===== src/rtl/rf_port_arbiter_pkg.sv =====
// Shared types and constants for the register-file port arbiter.
package rf_port_arbiter_pkg;

  typedef enum logic [1:0] {
    ST_IDLE = 2'd0,
    ST_RD   = 2'd1,
    ST_WR   = 2'd2
  } state_e;

  localparam logic REQ_A = 1'b0;
  localparam logic REQ_B = 1'b1;

  localparam int NREG_DEF = 16;
  localparam int AW_DEF   = 4;

endpackage


===== src/rtl/rf_port_arbiter_onehot_dec.sv =====
// Address-to-one-hot decoder; all-zero when disabled or the address is past NREG-1.
module rf_onehot_dec #(
  parameter int AW   = 4,
  parameter int NREG = 16
) (
  input  logic [AW-1:0]   addr_i,
  input  logic            en_i,
  output logic [NREG-1:0] onehot_o
);

  // NOTE: assign a default before the loop so no path through always_comb leaves
  // onehot_o unassigned; otherwise synthesis infers a latch.
  always_comb begin
    onehot_o = '0;
    for (int i = 0; i < NREG; i++) begin
      if (en_i && (addr_i == AW'(i))) onehot_o[i] = 1'b1;
    end
  end

endmodule


===== src/rtl/rf_port_arbiter.sv =====
// Round-robin arbiter sequencing read-then-optional-write accesses from two
// requesters onto a shared register file with one-hot Oe0/Oe1/Ld enables.
module rf_port_arbiter
  import rf_port_arbiter_pkg::*;
#(
  parameter int NREG = NREG_DEF,
  parameter int AW   = AW_DEF
) (
  input  logic            Clk,
  input  logic            Rst,
  input  logic            ReqA,
  input  logic            WeA,
  input  logic [AW-1:0]   WaA,
  input  logic [AW-1:0]   Ra0A,
  input  logic [AW-1:0]   Ra1A,
  input  logic            ReqB,
  input  logic            WeB,
  input  logic [AW-1:0]   WaB,
  input  logic [AW-1:0]   Ra0B,
  input  logic [AW-1:0]   Ra1B,
  output logic            GntA,
  output logic            GntB,
  output logic [NREG-1:0] Oe0,
  output logic [NREG-1:0] Oe1,
  output logic [NREG-1:0] Ld,
  output logic            WSel,
  output logic            Busy
);

  state_e        state_q, state_d;
  logic          owner_q, owner_d;
  logic          ptr_q,   ptr_d;
  logic          wsel_q,  wsel_d;
  logic          we_q,    we_d;
  logic [AW-1:0] wa_q,    wa_d;
  logic [AW-1:0] ra0_q,   ra0_d;
  logic [AW-1:0] ra1_q,   ra1_d;

  logic rd_en;
  logic wr_en;

  always_comb begin
    state_d = state_q;
    owner_d = owner_q;
    ptr_d   = ptr_q;
    wsel_d  = wsel_q;
    we_d    = we_q;
    wa_d    = wa_q;
    ra0_d   = ra0_q;
    ra1_d   = ra1_q;
    unique case (state_q)
      ST_IDLE: begin
        if (ReqA || ReqB) begin
          owner_d = (ReqA && ReqB) ? ptr_q : (ReqB ? REQ_B : REQ_A);
          we_d    = (owner_d == REQ_B) ? WeB  : WeA;
          wa_d    = (owner_d == REQ_B) ? WaB  : WaA;
          ra0_d   = (owner_d == REQ_B) ? Ra0B : Ra0A;
          ra1_d   = (owner_d == REQ_B) ? Ra1B : Ra1A;
          state_d = ST_RD;
        end
      end
      ST_RD: begin
        ptr_d = ~owner_q;
        if (we_q) begin
          state_d = ST_WR;
          wsel_d  = owner_q;
        end else begin
          state_d = ST_IDLE;
        end
      end
      ST_WR:   state_d = ST_IDLE;
      default: state_d = ST_IDLE;
    endcase
  end

  // NOTE: state registers use non-blocking assignments so every flop samples
  // the pre-edge values; blocking here would create order-dependent races.
  always_ff @(posedge Clk) begin
    if (Rst) begin
      state_q <= ST_IDLE;
      owner_q <= REQ_A;
      ptr_q   <= REQ_A;
      wsel_q  <= 1'b0;
      we_q    <= 1'b0;
      wa_q    <= '0;
      ra0_q   <= '0;
      ra1_q   <= '0;
    end else begin
      state_q <= state_d;
      owner_q <= owner_d;
      ptr_q   <= ptr_d;
      wsel_q  <= wsel_d;
      we_q    <= we_d;
      wa_q    <= wa_d;
      ra0_q   <= ra0_d;
      ra1_q   <= ra1_d;
    end
  end

  // Rst masks the enables immediately so an access aborted mid-cycle never loads.
  assign rd_en = (state_q == ST_RD) && !Rst;
  assign wr_en = (state_q == ST_WR) && !Rst;

  assign GntA = rd_en && (owner_q == REQ_A);
  assign GntB = rd_en && (owner_q == REQ_B);
  assign Busy = (state_q != ST_IDLE) && !Rst;
  assign WSel = wsel_q;

  rf_onehot_dec #(.AW(AW), .NREG(NREG)) u_dec_oe0 (
    .addr_i   (ra0_q),
    .en_i     (rd_en),
    .onehot_o (Oe0)
  );

  rf_onehot_dec #(.AW(AW), .NREG(NREG)) u_dec_oe1 (
    .addr_i   (ra1_q),
    .en_i     (rd_en),
    .onehot_o (Oe1)
  );

  rf_onehot_dec #(.AW(AW), .NREG(NREG)) u_dec_ld (
    .addr_i   (wa_q),
    .en_i     (wr_en),
    .onehot_o (Ld)
  );

endmodule

===== config.mk =====
export PLATFORM = sky130hd
export DESIGN_NAME = rf_port_arbiter
export DESIGN_NICKNAME = d
export VERILOG_FILES = /design/src/rtl/rf_port_arbiter_pkg.sv /design/src/rtl/rf_port_arbiter_onehot_dec.sv /design/src/rtl/rf_port_arbiter.sv
export SDC_FILE = /design/constraint.sdc
export NUM_CORES = 1
export LEC_CHECK = 0
export ABC_AREA = 1
export BUFFER_PORTS_ARGS = -buffer_cell sky130_fd_sc_hd__buf_2
export CORE_MARGIN = 1.5
export CORE_UTILIZATION = 35
export CTS_BUF_LIST = sky130_fd_sc_hd__clkbuf_4 sky130_fd_sc_hd__clkbuf_8
export CTS_CLUSTER_DIAMETER = 60
export DETAILED_ROUTE_END_ITERATION = 6
export GPL_TIMING_DRIVEN = 1
export HOLD_SLACK_MARGIN = 0.1
export MAX_ROUTING_LAYER = met4
export PLACE_DENSITY = 0.72
export SYNTH_ARGS = -nofsm -noshare
export SYNTH_HDL_FRONTEND = slang
export SYNTH_HIERARCHICAL = 1
export SYNTH_SLANG_ARGS = --single-unit

===== constraint.sdc =====
create_clock -name Clk -period 1.6 [get_ports Clk]
set_input_delay 0 -clock Clk [delete_from_list [all_inputs] [get_ports Clk]]
set_output_delay 0 -clock Clk [all_outputs]
set_load 0.03 [all_outputs]

# ---- Word level (Yosys, flattened, before mapping)
# Index checks and enable logic that the tools add are counted.
# W data, S select, Z words.
dict set report word_totals {
  n_memories 0
  latch_bits 0
  register_bits 18
  ram_bits 0
  in_bits 30
  mem_bits_ro 0
  out_inout_bits 52
  wordCells 177
}
dict set report classes {
  n_lt_le_gt_ge 0
  div_mod_pow 0
  shift 0
  n_reduce_logical 63
  mux 57
  add_sub_neg 0
  bitwise 1
  n_eq_ne 48
  multipliers 0
}
# cell n
set op_table {}
lappend op_table {{$eq A4 B4 Y1 const B} 24}
lappend op_table {{$logic_and A1 B1 Y1} 54}
lappend op_table {{$mux W1} 51}
lappend op_table {{$eq A4 B3 Y1 const B} 12}
lappend op_table {{$eq A4 B2 Y1 const B} 6}
lappend op_table {{$eq A4 B1 Y1 const B} 3}
lappend op_table {{$logic_not A4 Y1} 3}
lappend op_table {{$mux W4} 3}
lappend op_table {{$mux W2} 2}
lappend op_table {{$pmux W2 S2} 1}
lappend op_table {{$reduce_and A2 Y1} 2}
lappend op_table {{$eq A2 B1 Y1 const B} 1}
lappend op_table {{$eq A2 B2 Y1 const B} 1}
lappend op_table {{$logic_not A2 Y1} 1}
lappend op_table {{$ne A2 B2 Y1 const B} 1}
lappend op_table {{$reduce_bool A2 Y1} 1}
lappend op_table {{$logic_not A1 Y1} 1}
lappend op_table {{$logic_or A1 B1 Y1} 1}
lappend op_table {{$not A1 Y1} 1}

# ---- Longest topological paths before layout
dict set report depth {
  depth_word 4
  ltp_mapped 7
  ltp_nobuf 6
}

# ---- Hierarchy
# The synthesis kept the hierarchy.
# mod seq_area_each_um2 cells_per_inst area_each_um2 n_inst
set modules_own_cells {}
lappend modules_own_cells {rf_port_arbiter 360.3 172 1093.5 1}
lappend modules_own_cells {rf_onehot_dec 0.0 33 140.1 3}

# ---- Least setup slack after synthesis
# OpenSTA, ideal clock, no wires.
dict set report synth_path {
  kind {flip-flop to output port}
  startpoint {register state_q[0]}
  endpoint {output port Oe0[12]}
  arrival_ns 1.525
  n_path_buf 0
  required_ns 1.600
  stages_incl_launch_ff 7
  slack_ns 0.075
  cell_sequence {dfxtp_1 inv_1 nor2_1 nand2_1 inv_1 nand3_2 nor2_1}
}
dict set report synth_between {
  elab_chain_cells 4
}
# element line_no
set synth_rtl {}
lappend synth_rtl {{start: declaration} rf_port_arbiter.sv:30} ;# state_e state_q, state_d;
lappend synth_rtl {{start signal: assignment} rf_port_arbiter.sv:89} ;# state_q <= state_d;
lappend synth_rtl {{$eq A2 B1 Y1} rf_port_arbiter.sv:101} ;# assign rd_en = (state_q == ST_RD) && !Rst;
lappend synth_rtl {{$logic_and A1 B1 Y1} rf_port_arbiter.sv:101}
lappend synth_rtl {{named net rd_en} rf_port_arbiter.sv:39} ;# logic rd_en;
lappend synth_rtl {{$logic_and A1 B1 Y1} rf_port_arbiter_onehot_dec.sv:16} ;# if (en_i && (addr_i == AW'(i))) onehot_o[i] = 1'b1;
lappend synth_rtl {{$mux W1} rf_port_arbiter_onehot_dec.sv:16}
lappend synth_rtl {{end: declaration} rf_port_arbiter.sv:23} ;# output logic [NREG-1:0] Oe0,
# The timed path passes the listed nets, and every way through them passes these cells.

# ---- Worst setup path in the final report
dict set report layout_path {
  startpoint {register state_q[0]}
  endpoint {output port Oe0[13]}
}
# The elaborated chain is that of the path after synthesis.

==> flow_summary.yaml <==
clock_network:
  cts_made_buffers: 3
  clk_pin_slew_worst_paths_ns: 0.07
  root_buffer: "clkbuf_8"
  insertion_delay_ns: 0.25
  clk_path_buf_depth: 2
  clock-sinks: 18
  cts_tree: "yes"
  htreeDepth: 1
timing:
  hold_violations: 0
  fin_crit_ns: 1.56
  holdWs_ns: 0.0996
  slew-limit-headroom_pct: 55.8
  finalCritPeriodShare_pct: 97.2
  setup_viol: 0
  fin_tns_setup_ns: 0
  fin_skew_ns: 0.00231
  worst_pin_slew_ns: 0.662
  slew_violations: 0
  fmax_mhz: 643
  finalWorstSetupSlack_ns: 0.0442
global_route:
  overflow: 0
  grt_max_degree: 28
  grt_pass1_vias: 1653
  antenna_found_initial: 0
  grt_pass1_wl_um: 6850
  grt_util_all_layers_pct: 19.3
synthesis:
  syn-cell-area_um2: 1510
  syn_inst: 271
  synth_top_flop_cell: "dfxtp_1"
  synth.most_common_cell: "nor2_1"
  synth_edf_count: 0
  synth_cell_type_count: 18
  yosys_warnings: 6
  synth_area_leader_cell: "dfxtp_1"
  syn-num-nets: 301
  yosysTopAreaCellShare_pct: 23.8
  synthTopCellsByCount: "81 x nor2_1, 62 x nand2_1, 47 x inv_1, 24 x nand3_1, 18 x dfxtp_1"
  syn_avg_cell_area_um2: 5.59
  yosys-top-cells-area: "dfxtp_1 24%, nor2_1 20%, nand2_1 15%, inv_1 12%, nand3_1 7.9%"
  ys_async_sr_fraction_pct: 0
  synth_seq_area_share_pct: 23.8
  ys_ff_latch: 18
drt:
  vias: 1916
  drtPass1Iterations: 4
  vias_per_cell: 4.52
  drcViolationCount: 0
  ant_nets: 0
  wl_um: 4650
  wl_per_cell_um: 11.0
  drtIter0Drc: 58
place:
  hpwlAfterDp_um: 3090
  pre_cts_ws_ns: 0.0768
  portBuffers: 81
  gp_congestion: 0.856
  dp_cells: 399
  placed_area_um2: 1950
run:
  cap_violations: 0
floorplanning:
  boundaryPins: 82
  rows: 23
  die_width_um: 68.8
  design.core.area_um2: 4090
  initial_core_util_pct: 37.0
  die_height_um: 68.8
  die-area_um2: 4730
layout:
  num-nets-final: 406
  multi_input_area_um2: 947
  post-route-util_pct: 56.3
  layout.cells.non_filler: 424
  final_cell_area_um2: 2300
  diodes: 0
  regArea_um2: 363
  fillers: 421
  layout-drive-gt1-share_pct: 33.4
  area_growth_pct: 52.0
power:
  p_leak_nw: 1.23
  total_power_mw: 1.35
  powerDensity_nw_per_um2: 587
  vdd.ir_drop.worst_mv: 0.630
setup_path:
  arrival_ns: 1.56
  end_kind: "output pin"
  required_ns: 1.60
  critPathKind: "flip-flop to output pin"
  startpoint_type: "flip-flop"
  cp_max_fo: 6
hold_path:
  min_path_type: "primary input to flip-flop"
outcome:
  outcome: "complete, no violations"
-- cell families (layout without fill, tap and decap cells) --
family | count (synthesis) | count (layout) | share of synthesized area, %
AOI/OAI and AO/OA | 17 | 17 | 8.18
buffers and inverters | 55 | 158 | 16.4
DFF | 18 | 18 | 23.8
and+or+nand+nor | 181 | 181 | 51.6
-- worst paths after layout --
path                                 end        from  depth (start not counted)  slack (ns)
worst min-delay path             wa_q[3]      WaB[3]                          5         0.1
worst min register to register      WSel        WSel                          2        0.46
worst max register to register  ra0_q[2]  state_q[0]                          6        0.34
worst max-delay path             Oe0[13]  state_q[0]                          7        0.04
-- routing by layer --
layer | global-route usage (%) | vias to the layer above | share of wire (%)
li1 | - | 1016 | -
met1 | 22.9 | 834 | 43
met2 | 34.3 | 58 | 50
met3 | 3.73 | 8 | 5.9
met4 | 3.68 | 0 | 1.1
met5 | - | - | 0
-- critical path: stages, from the launching register on --
cell and delay [ns]:
dfxtp_2 0.35, inv_1 0.08, nor2_4 0.12, nand2_4 0.09
clkinvlp_4 0.18, nand3_2 0.12, nor2_1 0.13, buf_2 0.22
-- placed cells by master, fill, tap and decap left out --
cell            n
clkbuf_4        2
buf_6           1
nand3_2         5
nand2_4         2
nor3_1          1
buf_2          62
inv_1          45
a21oi_1         6
nor2_1         77
o22ai_1         1
nand2_2         1
buf_4          23
a21oi_2         9
dfxtp_2         2
nand2_1        61
dfxtp_1        16
nor2_4          3
dlygate4sd3_1  19
clkbuf_8        3
nand3_4         2
nand3_1        23
o21ai_2         1
clkinvlp_4      2
nor2_2          6
inv_2           1
-- where the power goes --
| part | leakage, nW | internal [mW] | switching [mW] |
|---|---|---|---|
| clock | 0.0216 | 0.167 | 0.147 |
| sequential | 0.150 | 0.493 | 0.0615 |
| combinational | 1.06 | 0.184 | 0.298 |
-- state kept, by name, indices dropped and copies added (netlist names) --
signal / cells
ptr_q: 1
ra0_q: 4
ra1_q: 4
WSel: 1
state_q: 2
wa_q: 4
owner_q: 1
we_q: 1
-- cell type report --
cell class | count | area share [%]
multi-input cells | 198 | 41.2
repair buffers | 107 | 30.4
flip-flops and latches | 18 | 15.8
inverters | 47 | 7.83
well taps | 50 | 2.72
clock buffers | 3 | 1.79
repair inverters | 1 | 0.326
-- what timing repair did --
action,in CTS,in global routing
buffers inserted,1,1
gates cloned,1,0
setup endpoints to repair,32,33
hold buffers,19,0
pin swaps,1,2
hold endpoints to repair,15,0
resized for setup,14,27
No activity file was read; power rests on OpenSTA's default activity.
